`config.mk`:
```
export PLATFORM = sky130hd
export DESIGN_NAME = regfile_rob
export DESIGN_NICKNAME = d
export VERILOG_FILES = /design/src/rtl/regfile_rob_pkg.sv /design/src/rtl/regfile_rob_tag_table.sv /design/src/rtl/regfile_rob.sv
export SDC_FILE = /design/constraint.sdc
export NUM_CORES = 2
export LEC_CHECK = 0
export ABC_AREA = 1
export CAP_MARGIN = 20
export CELL_PAD_IN_SITES_DETAIL_PLACEMENT = 1
export CELL_PAD_IN_SITES_GLOBAL_PLACEMENT = 1
export CORE_ASPECT_RATIO = 0.6
export CORE_MARGIN = 4
export CORE_UTILIZATION = 48
export DETAILED_ROUTE_END_ITERATION = 16
export PLACE_DENSITY_LB_ADDON = 0.1
export RECOVER_POWER = 25
export SLEW_MARGIN = 20
export SYNTH_ARGS = -nofsm -noshare
export SYNTH_HDL_FRONTEND = slang
export SYNTH_HIERARCHICAL = 1
export SYNTH_SLANG_ARGS = --single-unit
export TNS_END_PERCENT = 5
```
`constraint.sdc`:
```
create_clock -name clk -period 10.4 [get_ports clk]
set_input_delay 2.08 -clock clk [delete_from_list [all_inputs] [get_ports clk]]
set_output_delay 2.08 -clock clk [all_outputs]
set_load 0.1 [all_outputs]
```
`src/rtl/regfile_rob_pkg.sv`:
```
// Shared constants and types for the architectural register file with rename tags.
package regfile_rob_pkg;

    localparam int unsigned DATA_W    = 32;
    localparam int unsigned ROBEN_W   = 5;
    localparam int unsigned REG_IDX_W = 5;
    localparam int unsigned NREGS     = 32;

    typedef logic [ROBEN_W-1:0]   roben_t;
    typedef logic [REG_IDX_W-1:0] reg_idx_t;

    // Tag value meaning "register holds the current value, no pending producer".
    localparam roben_t NO_ROBEN = '0;

endpackage

```
`src/rtl/regfile_rob_tag_table.sv`:
```
// Per-register rename tags: decode writes, commit match/clear, three combinational reads.
module regfile_rob_tag_table
    import regfile_rob_pkg::*;
(
    input  logic     clk,
    input  logic     rst,
    input  logic     dec_wen,
    input  roben_t   dec_roben,
    input  reg_idx_t dec_idx,
    input  logic     cmt_wen,
    input  roben_t   cmt_roben,
    input  reg_idx_t cmt_idx,
    input  reg_idx_t rd_idx1,
    input  reg_idx_t rd_idx2,
    input  reg_idx_t rd_idx3,
    output roben_t   rd_tag1,
    output roben_t   rd_tag2,
    output roben_t   rd_tag3,
    output logic     cmt_match
);

    roben_t tag_q [NREGS];
    roben_t tag_d [NREGS];

    assign cmt_match = cmt_wen && (cmt_idx != '0) && (tag_q[cmt_idx] == cmt_roben);

    // Decode is applied after the commit clear so the younger rename wins.
    always_comb begin
        tag_d = tag_q;
        if (cmt_match) begin
            tag_d[cmt_idx] = NO_ROBEN;
        end
        if (dec_wen && (dec_idx != '0)) begin
            tag_d[dec_idx] = dec_roben;
        end
    end

    always_ff @(posedge clk) begin
        if (rst) begin
            for (int unsigned i = 0; i < NREGS; i++) begin
                tag_q[i] <= NO_ROBEN;
            end
        end else begin
            tag_q <= tag_d;
        end
    end

    assign rd_tag1 = (rd_idx1 == '0) ? NO_ROBEN : tag_q[rd_idx1];
    assign rd_tag2 = (rd_idx2 == '0) ? NO_ROBEN : tag_q[rd_idx2];
    assign rd_tag3 = (rd_idx3 == '0) ? NO_ROBEN : tag_q[rd_idx3];

endmodule

```
`src/rtl/regfile_rob.sv`:
```
// Architectural register file with rename tags; commit data is written only when its ROB tag matches.
module regfile_rob
    import regfile_rob_pkg::*;
(
    input  logic                 clk,
    input  logic                 rst,
    input  logic                 WP1_Wen,
    input  logic [ROBEN_W-1:0]   WP1_ROBEN,
    input  logic [REG_IDX_W-1:0] WP1_DRindex,
    input  logic [DATA_W-1:0]    WP1_Data,
    input  logic                 Decoded_WP1_Wen,
    input  logic [ROBEN_W-1:0]   Decoded_WP1_ROBEN,
    input  logic [REG_IDX_W-1:0] Decoded_WP1_DRindex,
    input  logic [REG_IDX_W-1:0] RP1_index1,
    input  logic [REG_IDX_W-1:0] RP1_index2,
    output logic [DATA_W-1:0]    RP1_Reg1,
    output logic [DATA_W-1:0]    RP1_Reg2,
    output logic [ROBEN_W-1:0]   RP1_Reg1_ROBEN,
    output logic [ROBEN_W-1:0]   RP1_Reg2_ROBEN,
    input  logic [REG_IDX_W-1:0] input_WP1_DRindex_test,
    output logic [ROBEN_W-1:0]   output_ROBEN_test
);

    logic              cmt_match;
    logic [DATA_W-1:0] data_q [NREGS];
    logic [DATA_W-1:0] data_d [NREGS];

    regfile_rob_tag_table u_tag_table (
        .clk       (clk),
        .rst       (rst),
        .dec_wen   (Decoded_WP1_Wen),
        .dec_roben (Decoded_WP1_ROBEN),
        .dec_idx   (Decoded_WP1_DRindex),
        .cmt_wen   (WP1_Wen),
        .cmt_roben (WP1_ROBEN),
        .cmt_idx   (WP1_DRindex),
        .rd_idx1   (RP1_index1),
        .rd_idx2   (RP1_index2),
        .rd_idx3   (input_WP1_DRindex_test),
        .rd_tag1   (RP1_Reg1_ROBEN),
        .rd_tag2   (RP1_Reg2_ROBEN),
        .rd_tag3   (output_ROBEN_test),
        .cmt_match (cmt_match)
    );

    always_comb begin
        data_d = data_q;
        if (cmt_match) begin
            data_d[WP1_DRindex] = WP1_Data;
        end
    end

    always_ff @(posedge clk) begin
        if (rst) begin
            for (int unsigned i = 0; i < NREGS; i++) begin
                data_q[i] <= '0;
            end
        end else begin
            data_q <= data_d;
        end
    end

    assign RP1_Reg1 = (RP1_index1 == '0) ? '0 : data_q[RP1_index1];
    assign RP1_Reg2 = (RP1_index2 == '0) ? '0 : data_q[RP1_index2];

endmodule

```
Word level (Yosys, flattened, before mapping)
Index checks and enable logic that the tools add are counted.
{"block": "totals", "register_bits": 1184, "latch_bits": 0, "ramBits": 0, "mem_bits_ro": 0, "input_bits": 71, "out_inout_bits": 79, "wordCells": 122, "n_memories": 0}
{"block": "op_classes", "n_addsub": 0, "mul": 0, "div": 0, "n_lt_le_gt_ge": 7, "n_eq_ne": 1, "n_shift": 0, "n_mux": 33, "bitwise": 7, "n_reduce_logical": 10}
{"cell": "1024-bit bitwise mux", "n": 1}
{"cell": "32-bit binary-select mux with 5-bit select", "n": 2}
{"cell": "160-bit two-way mux", "n": 2}
{"cell": "32-bit two-way mux", "n": 7}
{"cell": "160-bit AND", "n": 1}
{"cell": "160-bit bitwise mux", "n": 1}
{"cell": "32-bit demux with 5-bit select", "n": 1}
{"cell": "160-bit NOT", "n": 1}
{"cell": "5-bit binary-select mux with 5-bit select", "n": 4}
{"cell": "5-bit two-way mux", "n": 13}
{"cell": "5-bit demux with 5-bit select", "n": 2}
{"cell": "6-bit greater-or-equal comparator (second input constant)", "n": 5}
{"cell": "5-bit NOT with 6-bit output", "n": 5}
{"cell": "5-bit logical NOT", "n": 3}
{"cell": "6-bit by 1-bit less-than comparator with 1-bit output (second input constant)", "n": 2}
{"cell": "5-bit nonzero test", "n": 2}
{"cell": "5-bit == test", "n": 1}
{"cell": "1-bit logical AND", "n": 5}

Logic depth before layout (Yosys ltp)
{"block": "logic_depth", "ltp_word": 10, "ltp_mapped": 25, "ltp_nobuf": 21}

By module
Netlist, hierarchy kept.
{"mod": "regfile_rob", "n_inst": 1, "cells_per_inst": 9356, "area_per_inst_um2": 55844.8, "seq_area_each_um2": 20499.7}
{"mod": "regfile_rob_tag_table", "n_inst": 1, "cells_per_inst": 2347, "area_per_inst_um2": 14470.1, "seq_area_each_um2": 3203.1}

Worst setup path after synthesis
No wires, ideal clock.
{"block": "synth_path", "path_type": "in2out", "start": "input RP1_index1[1]", "end": "output RP1_Reg1_ROBEN[0]", "t_arrival_ns": 4.728, "t_required_ns": 8.320, "slack_ns": 3.592, "path_stages": 8, "path_cell_list": "clkbuf_1 > clkinv_1 > clkbuf_1 > o21ai_0 > a21oi_1 > o21ai_0 > nand3_1 > a31oi_1"}
{"block": "synth_via", "elab_chain_cells": 5, "word_cells_on_any_way": 6}
{"item": "start, declared", "line_no": "regfile_rob.sv:14", "source": "input logic [REG_IDX_W-1:0] RP1_index1,"}
{"item": "5-bit NOT with 6-bit output (not written as such)", "line_no": "regfile_rob_tag_table.sv:48", "source": "assign rd_tag1 = (rd_idx1 == '0) ? NO_ROBEN : tag_q[rd_idx1];"}
{"item": "5-bit binary-select mux with 5-bit select", "line_no": "regfile_rob_tag_table.sv:48"}
{"item": "5-bit two-way mux (not written as such) (2 in series)", "line_no": "regfile_rob_tag_table.sv:48"}
{"item": "5-bit two-way mux (*)", "line_no": "regfile_rob_tag_table.sv:48"}
{"item": "end, declared", "line_no": "regfile_rob.sv:18", "source": "output logic [ROBEN_W-1:0] RP1_Reg1_ROBEN,"}
Mark *: on every way between the ends. The rest lies on a longest branch, timed or not. The select of a mux whose other input is x is not followed.

Worst setup path in the final report
{"block": "layout_path", "start": "input WP1_DRindex[2]", "end": "register data_q[821] (netlist name)"}
{"block": "layout_via", "elab_chain_cells": 6, "word_cells_on_any_way": 14}
{"item": "start, declared", "line_no": "regfile_rob.sv:9", "source": "input logic [REG_IDX_W-1:0] WP1_DRindex,"}
{"item": "5-bit NOT with 6-bit output (not written as such)", "line_no": "regfile_rob_tag_table.sv:25", "source": "assign cmt_match = cmt_wen && (cmt_idx != '0) && (tag_q[cmt_idx] == cmt_roben);"}
{"item": "5-bit binary-select mux with 5-bit select", "line_no": "regfile_rob_tag_table.sv:25"}
{"item": "5-bit two-way mux (not written as such) (2 in series)", "line_no": "regfile_rob_tag_table.sv:25"}
{"item": "5-bit == test", "line_no": "regfile_rob_tag_table.sv:25"}
{"item": "1-bit logical AND (*)", "line_no": "regfile_rob_tag_table.sv:25"}
{"item": "via cmt_match", "line_no": "regfile_rob.sv:24", "source": "logic cmt_match;"}
{"item": "end signal, assigned", "line_no": "regfile_rob.sv:59", "source": "data_q <= data_d;"}
{"item": "end, declared", "line_no": "regfile_rob.sv:25", "source": "logic [DATA_W-1:0] data_q [NREGS];"}
The timed path passes the listed nets; every way through them passes the cells marked *. The select of a mux whose other input is x is not followed.
A chain may end at the register's enable or synchronous reset.

==> summary.md <==
| Metric | Value |
|---|---|
| CP cell instances | dlygate4sd3_1 > nor3_1 > nand2_1 > nand2_1 > nor2_1 > nand3_2 > nand3_1 > nor4_1 > nand3_1 > clkbuf_1 > nor2_1 > clkbuf_1 > inv_2 > buf_4 > nor2_1 > a211oi_1 |
| Hold-fix buffer count after cts | 0 |
| Die span in y | 304 um |
| Via count | 87500 |
| Worst Setup End Kind | flop |
| Switching share of power | 32.1% |
| Ys flop type | dfxtp_1 |
| Distinct cells, synth | 37 |
| Final-report hold violation count | 0 |
| H-Tree Depth | 3 |
| Seq pwr share | 40.6% |
| Mapped cell area | 0.0703 mm^2 |
| Nets | 11300 |
| CP arrival | 10.20 ns |
| Final Skew | 0.0342 ns |
| Slew margin rel. | -125% |
| Routed len/inst | 29.7 um |
| GP Congestion | 1.06 |
| Startpoint types | primary input |
| Max Cap Viol | 9 |
| Grt met2 use | 64.8% |
| Final setup fails | 0 |
| TritonCTS buffer count | 118 |
| Fraction of registers with async set or reset after synthesis | 0% |
| Met3 Usage GRT | 20.4% |
| # placed instances | 13000 |
| Syn. warnings | 6 |
| Top-Level Pins | 150 |
| Clk buf depth | 3 |
| Reg clk slew, reported paths | 0.07 ns |
| Vias in the first global route | 86000 |
| TNS Setup | 0 ns |
| Post-DRT Antenna Nets | 0 |
| Post-Layout Inst Area | 0.0754 mm^2 |
| Synth Net Count | 11800 |
| Pre-antenna DRT Iters | 9 |
| Fillcell total | 20000 |
| Slowest stage cell, crit path | nor3_1 |
| Status | finished with violations |
| Sequential area share after synthesis | 33.7% |
| Met1 usage | 68.4% |
| Crit path time final | 9.58 ns |
| Layout cells sized above 1 | 6.34% |
| DR iter-0 viols | 13500 |
| I/O Buffers | 149 |
| Rows | 108 |
| Vias/cell | 6.61 |
| Achievable Freq | 104 MHz |
| CP required | 11.02 ns |
| Die Area | 0.153 mm^2 |
| Post-CTS Resized | 0 |
| Crit Path Class | primary input to flop |
| DRC viols | 0 |
| Failing checks | capacitance limit, slew limit |
| Worst slew pin tran | 3.38 ns |
| Pin count of the biggest net entering global routing | 184 |
| Total GRT Usage | 49.2% |
| Clock latency on the worst-skew pair | 0.80 ns |
| Slew Limit Fails | 394 |
| Placed Area | 0.0722 mm^2 |
| HP Class | flop to flop |
| Initial antenna violation count | 24 |
| Sinks on Clock Net | 1184 |
| Wirelength, routed | 393 mm |
| Root buf cell | clkbuf_16 |
| Starting Density | 48.5% |
| DIE WIDTH | 502 um |
| First-pass GRT wire length | 570 mm |
| Leak | 27.0 nW |
| Clk network pwr share | 43.2% |
| Unrepaired setup endpoints after global routing | false |
| Finished Layout Cells | 13200 |
| Post-DP HPWL | 244 mm |
| Switching Power | 3.60 mW |
| Grt ovf | 0 |
| Post-synth EDFFs | 0 |
| Cell mode on critical path | nor2_1 |
| Crit path largest cell delay | 1.53 ns |
| Cells after synthesis | 11700 |
| Logic pwr share | 16.3% |
| Tcrit/Tclk final | 92.1% |
| Setup bufs post-CTS | 0 |
| Max FO, Critical Path | 43 |
| P&R area growth vs syn | 7.30% |
| Core Region | 0.145 mm^2 |
| #FFs+latches synth | 1184 |
| Synth Area per Inst | 6.01 um^2 |
| Pwr/cell area | 149 mW/mm^2 |
| Gr busiest metal | met1 |
| CTS tree | yes |
| P_int | 7.61 mW |
| Peak supply drop | 0.143 mV |
==> path summary, 6_finish.rpt <==
path	startpoint	endpoint	slack (ns)	depth (start not counted)
min reg2reg	data_q[11]$_SDFFE_PP0P_	data_q[11]$_SDFFE_PP0P_	0.48	2
max	WP1_DRindex[2]	data_q[821]$_SDFFE_PP0P_	0.82	16
min	data_q[11]$_SDFFE_PP0P_	data_q[11]$_SDFFE_PP0P_	0.48	2
max reg2reg	u_tag_table/tag_q[156]$_SDFF_PP0_	data_q[472]$_SDFFE_PP0P_	3.76	17
==> cells in the mapped netlist (3+ instances only) <==
library cell / count / area share (%)
nand2_1: 4024 / 21
nor2_1: 1344 / 7.2
a21oi_1: 1244 / 8.9
dfxtp_1: 1184 / 34
nand3_1: 1075 / 7.7
clkbuf_1: 742 / 4.0
o21ai_0: 738 / 5.3
inv_1: 386 / 2.1
a211oi_1: 176 / 1.9
buf_2: 148 / 1.1
nand2_2: 147 / 1.3
a21oi_2: 145 / 1.8
buf_1: 83 / 0.44
nor3_1: 55 / 0.39
o211ai_1: 39 / 0.42
o21ai_1: 33 / 0.23
nand4_4: 30 / 0.91
inv_2: 22 / 0.12
buf_6: 16 / 0.26
a31oi_1: 15 / 0.13
clkinv_1: 8 / 0.043
nor3_4: 8 / 0.19
nor2_2: 6 / 0.053
nand3_2: 5 / 0.071
nor2_4: 5 / 0.080
nor2_8: 4 / 0.11
buf_12: 3 / 0.085
buf_8: 3 / 0.064
nand4_1: 3 / 0.027
==> layout by cell type, fill, tap and decap left out, types with 34 or more instances in the layout <==
cell                n
nand2_1          4025
a21oi_1          1354
nor2_1           1328
dfxtp_1          1184
nand3_1          1074
o21ai_0           738
inv_1             370
buf_4             214
a211oi_1          176
nand2_2           147
clkbuf_16         122
clkdlybuf4s50_1   107
nor3_1             56
o211ai_1           39
a21oi_2            35
clkbuf_1           34
==> cell type report <==
type	count	area, um^2	area share (%)
Sequential cell	1184	23700	31.4
Clock buffer	175	3510	4.65
Timing Repair Buffer	367	3360	4.45
Tap cell	1925	2410	3.19
Multi-Input combinational cell	9103	40100	53.2
Clock inverter	44	664	0.881
Antenna cell	12	30.0	0.0398
Inverter	419	1630	2.17
==> registers in the layout, indices dropped and copies added (netlist names) <==
signal             count
data_q              1024
u_tag_table/tag_q    160
==> metrics by stage <==
step           setup slack, ns  power [mW]  utilization (%)  hold slack [ns]
2_1_floorplan             3.59        5.69                -            0.442
3_3_place_gp              2.19        6.35             49.8            0.459
3_5_place_dp              2.27        6.37             49.8            0.465
4_1_cts                   2.25        11.1             52.7            0.476
5_1_grt                   1.05        11.4             52.0            0.493
6_report                 0.817        11.2             52.0            0.479
==> cells by family after synthesis <==
group | synth area share (%)
and+or+nand+nor | 39.6
AOI/OAI and AO/OA | 18.6
buffers and inverters | 8.14
DFF | 33.7
==> worst max-delay path, delay by kind of cell <==
family	cells	cell delay, ns
AND/OR/NAND/NOR	10	4.18
buffers and inverters	5	3.77
AO/OA/AOI/OAI	1	0.07
==> power groups by stage <==
stage	clock network (mW)	registers (mW)	logic [mW]
3_3_place_gp	0	4.65	1.70
2_1_floorplan	0	4.65	1.05
4_1_cts	4.82	4.55	1.74
6_report	4.84	4.55	1.82
5_1_grt	5.01	4.54	1.84
3_5_place_dp	0	4.65	1.72
==> metal layers <==
metal  vias to the layer above  share of wire, %
met5                         -             0.053
met4                        24               5.4
li1                      36800                 -
met2                      6757                38
met1                     42500                40
met3                      1381                17
No activity file was read; power rests on OpenSTA's default activity.
